**src/rtl/nibble_serial_adder.sv**
```systemverilog
// nibble_serial_adder
//   Adds two W-bit unsigned operands plus a carry-in, one 4-bit digit per
//   clock. The result is W = 4*NIBBLES bits plus a carry-out.
//   The operands are captured when start is accepted in IDLE or FIN.
//   The digits are then processed least-significant first in RUN.
//   sum/cout are updated only on the edge that finishes the last digit, so
//   partial results never reach the ports.
//
// Ports
//   clk    : rising-edge clock
//   rst    : synchronous active-high reset
//   start  : begin an addition (sampled in IDLE/FIN only)
//   a, b   : W-bit operands, captured on the accepting edge
//   cin    : carry-in, captured on the accepting edge
//   busy   : high while in RUN
//   done   : one-cycle pulse (FIN) when sum/cout hold a new result
//   sum    : registered low W bits of a + b + cin
//   cout   : registered bit W of a + b + cin
module nibble_serial_adder #(
  parameter  int NIBBLES = 4,
  localparam int W       = 4 * NIBBLES
) (
  input  logic         clk,
  input  logic         rst,
  input  logic         start,
  input  logic [W-1:0] a,
  input  logic [W-1:0] b,
  input  logic         cin,
  output logic         busy,
  output logic         done,
  output logic [W-1:0] sum,
  output logic         cout
);

  // The counter is wide enough to hold k+1 after the last digit.
  localparam int CW = $clog2(NIBBLES + 1);

  typedef enum logic [1:0] {IDLE = 2'd0, RUN = 2'd1, FIN = 2'd2} state_t;

  state_t          state_q, state_d;
  logic [W-1:0]    a_q, b_q, sum_w;
  logic            carry_q;
  logic [CW-1:0]   cnt_q;

  // Digit datapath
  logic [CW+1:0]   sh;      // bit offset of digit k = 4*k
  logic [3:0]      nib_a, nib_b;
  logic [4:0]      nib_sum;
  logic [W-1:0]    sum_nxt; // working sum with digit k replaced
  logic            last;

  always_comb begin
    sh      = {cnt_q, 2'b00};
    nib_a   = 4'(a_q >> sh);
    nib_b   = 4'(b_q >> sh);
    nib_sum = {1'b0, nib_a} + {1'b0, nib_b} + {4'b0, carry_q};
    sum_nxt = (sum_w & ~(W'(4'hF) << sh)) | (W'(nib_sum[3:0]) << sh);
    last    = (cnt_q == CW'(NIBBLES - 1));
  end

  // Next-state and decoded outputs
  always_comb begin
    state_d = state_q;
    busy    = 1'b0;
    done    = 1'b0;
    case (state_q)
      IDLE: state_d = start ? RUN : IDLE;
      RUN: begin
        busy = 1'b1;
        if (last) state_d = FIN;
      end
      FIN: begin
        done    = 1'b1;
        state_d = start ? RUN : IDLE;
      end
      default: state_d = IDLE;
    endcase
  end

  always_ff @(posedge clk) begin
    if (rst) state_q <= IDLE;
    else     state_q <= state_d;
  end

  always_ff @(posedge clk) begin
    if (rst) begin
      a_q     <= '0;
      b_q     <= '0;
      sum_w   <= '0;
      carry_q <= 1'b0;
      cnt_q   <= '0;
      sum     <= '0;
      cout    <= 1'b0;
    end else begin
      case (state_q)
        IDLE, FIN: begin
          if (start) begin
            a_q     <= a;
            b_q     <= b;
            carry_q <= cin;
            cnt_q   <= '0;
          end
        end
        RUN: begin
          sum_w   <= sum_nxt;
          carry_q <= nib_sum[4];
          cnt_q   <= cnt_q + 1'b1;
          if (last) begin
            sum  <= sum_nxt;
            cout <= nib_sum[4];
          end
        end
        default: ;
      endcase
    end
  end

endmodule

```
**config.mk**
```make
export PLATFORM = sky130hd
export DESIGN_NAME = nibble_serial_adder
export DESIGN_NICKNAME = d
export VERILOG_FILES = /design/src/rtl/nibble_serial_adder.sv
export SDC_FILE = /design/constraint.sdc
export NUM_CORES = 1
export LEC_CHECK = 0
export ABC_CLOCK_PERIOD_IN_PS = 6800
export CORE_MARGIN = 10
export CORE_UTILIZATION = 30
export DETAILED_ROUTE_END_ITERATION = 10
export HOLD_SLACK_MARGIN = 0.02
export SYNTH_ARGS = -nofsm -noshare
export SYNTH_HDL_FRONTEND = slang
export SYNTH_SLANG_ARGS = --single-unit
```
**constraint.sdc**
```tcl
create_clock -name clk -period 6.8 [get_ports clk]
set_input_delay 2.04 -clock clk [delete_from_list [all_inputs] [get_ports clk]]
set_output_delay 2.04 -clock clk [all_outputs]
set_load 0.03 [all_outputs]
```
==> run metrics <==
run status=finished, final reports clean; area of placed instances=3610 um2; master cell of the clock root buffer=clkbuf_8; setup fix buffers added after clock tree synthesis=0; Area Overhead vs Synth=25.3%; 1st-iter DRT viols=126; top library cells by usage in the layout, fill and taps aside=nand2_1, dfxtp_1, clkdlybuf4s50_1; CP Data Arrival Time=1980 ps; crit share post-route=0.591; share of the synthesized area in the top cell type=0.438; fraction of final layout cells sized beyond drive strength 1=0.0807; sum of negative setup slack=0 ps; final number of hold-violating endpoints=0; fraction of registers with async set or reset after synthesis=0; Setup WS pre-CTS=3080 ps; biggest area consumer among synthesized cells=dfxtp_1; f_max=249 MHz; Core Box Area=9860 um2; type of origin of the critical path=register; Warnings, synthesis=0; total of hold buffers inserted after clock tree synthesis=0; Routed Wire Length=7430 um; largest net degree at the start of global routing=72; Final ANT Viol Nets=0; crit path cell chain=nor2b_4, clkdlybuf4s50_1; routed length per placed instance=14.4 um; number of flip-flops and latches in the synthesized netlist=67; Worst-path clk slew=70 ps; H-tree depth=3; clock latency reported for the late side of the worst-skew pair=340 ps; number of I/O pins=55; family with the most delay on the worst path=buffers and inverters; cells resized by post-CTS repair=0; Post-Synthesis Cell Area=3060 um2; Max clock buf depth=2; critical path peak fanout=22; Cells after Synth=339; total number of vias=2,506; Vert. Die Dim=121 um; global-route congestion overflow total=0; MaxCap Viol Count=0; slew at the pin closest to its max-slew limit=1250 ps; delay of the slowest critical-path stage=760 ps; Net Count, Synth=385; PnR worst setup slack=2780 ps; global routing usage summed across all routing layers=0.103; number of max-slew violations in the final report=0; clock sink total=67; top area cells in the synthesized netlist=dfxtp_1, nand2_1, a21oi_1; unrepaired setup endpoints after global routing=no; Detailed Routing Iterations Pass 1=4; initial core utilization=0.311; Final Wtd Congestion=0.837; Crit path buffers/inverters=1; number of clock buffers inserted by TritonCTS=9; critical path type=register to output pin; wire length of the first global-routing pass=12,100 um; Max Clock Skew=6.30 ps; number of distinct library cells after synthesis=41; Required @ worst endpoint=4760 ps; clock period minus final worst setup slack=4020 ps; power density normalized to cell area=237 nW/um2; Final Setup Violations=0; Static Leak=1.42 nW; via count of the first global-routing pass=2,525; clock tree from TritonCTS=built; min-delay worst type=register to register; post-route core utilization=0.389; Slowest cell on crit path=clkdlybuf4s50_1; post-route cell area=3840 um2; Slew Limit Headroom=0.166; Max VDD drop=0.0953 mV; count of flip-flops with a built-in enable after synthesis=0; share of synthesized area occupied by flip-flops and latches=0.438; number of placement rows=36; remaining routing DRC violations=0; antenna diode count=0; most used flip-flop cell after synthesis=dfxtp_1; number of antenna violations at the first check in global routing=0; port buffer count=54; Final HPWL DP=5230 um; post-synthesis average cell area=9.04 um2; average via count per standard cell=4.85; net total in the final layout=425; fill cell instance count of the final layout=992; most common cell after layout, fill and taps aside=nand2_1; Chip Width=121 um; die area=14,700 um2; endpoint class of the critical path=output pin
cells in the mapped netlist (4+ instances only):
master	instances
inv_1	6
a32oi_1	6
nand2_1	77
nor2_1	28
mux4_1	5
ha_1	8
nand2b_1	4
clkbuf_1	10
dfxtp_1	67
a211oi_1	18
a22oi_1	8
a21oi_1	40
and2_1	8
nand3b_1	4
buf_2	9
cells by family (layout without fill, tap and decap cells):
| kind of cell | Yosys count | count (layout) | share of synthesized area |
|---|---|---|---|
| compound gates | 85 | 85 | 0.182 |
| xor+xnor | 2 | 2 | 0.00817 |
| fa+ha+maj | 10 | 10 | 0.0457 |
| buf+inv | 32 | 77 | 0.0604 |
| flops | 67 | 67 | 0.438 |
| mux | 9 | 9 | 0.0682 |
| simple gates | 134 | 134 | 0.198 |
worst min-delay path: stages (launching register included):
cell     delay (ps)
dfxtp_1         310
nand2_1          50
a21oi_1          50
metrics by stage:
stage / hold slack, ps / power, mW / cells
after detailed placement: 445 / 0.549 / 501
after CTS: 455 / 0.920 / 517
after global routing: 470 / 0.950 / 517
after floorplan: 432 / 0.508 / 339
after global placement: 438 / 0.546 / 501
final: 453 / 0.908 / 517
metal layers:
| layer | global-route usage | routed length (um) |
|---|---|---|
| met1 | 0.115 | 3270 |
| met2 | 0.167 | 3490 |
| met3 | 0.0409 | 504 |
| met4 | 0.0475 | 162 |
| met5 | 0 | 0 |
path summary, 6_finish.rpt:
| check | slack, ps | startpoint | cells past startpoint | endpoint |
|---|---|---|---|---|
| max reg2reg | 3400 | cnt_q[0] | 9 | sum_w[10] |
| max | 2780 | state_q[0] | 2 | busy |
| min reg2reg | 450 | b_q[8] | 2 | b_q[8] |
| min | 450 | b_q[8] | 2 | b_q[8] |
flip-flops by register name, indices dropped and copies added (netlist names):
register,flops
cnt_q,3
sum,16
carry_q,1
cout,1
sum_w,12
state_q,2
b_q,16
a_q,16
where the power goes:
part | internal (mW) | switching, mW
sequential | 0.410 | 0.0132
clock | 0.216 | 0.153
combinational | 0.0534 | 0.0629
layout make-up:
class / count / area (um2) / share of cell area
inverter: 6 / 22.5 / 0.00587
clock buffer: 10 / 138 / 0.0358
timing repair buffer: 55 / 543 / 0.141
tap: 133 / 166 / 0.0433
sequential: 67 / 1340 / 0.349
multi-input combinational: 240 / 1540 / 0.401
clock inverter: 6 / 88.8 / 0.0231
No activity file was read; power rests on OpenSTA's default activity.
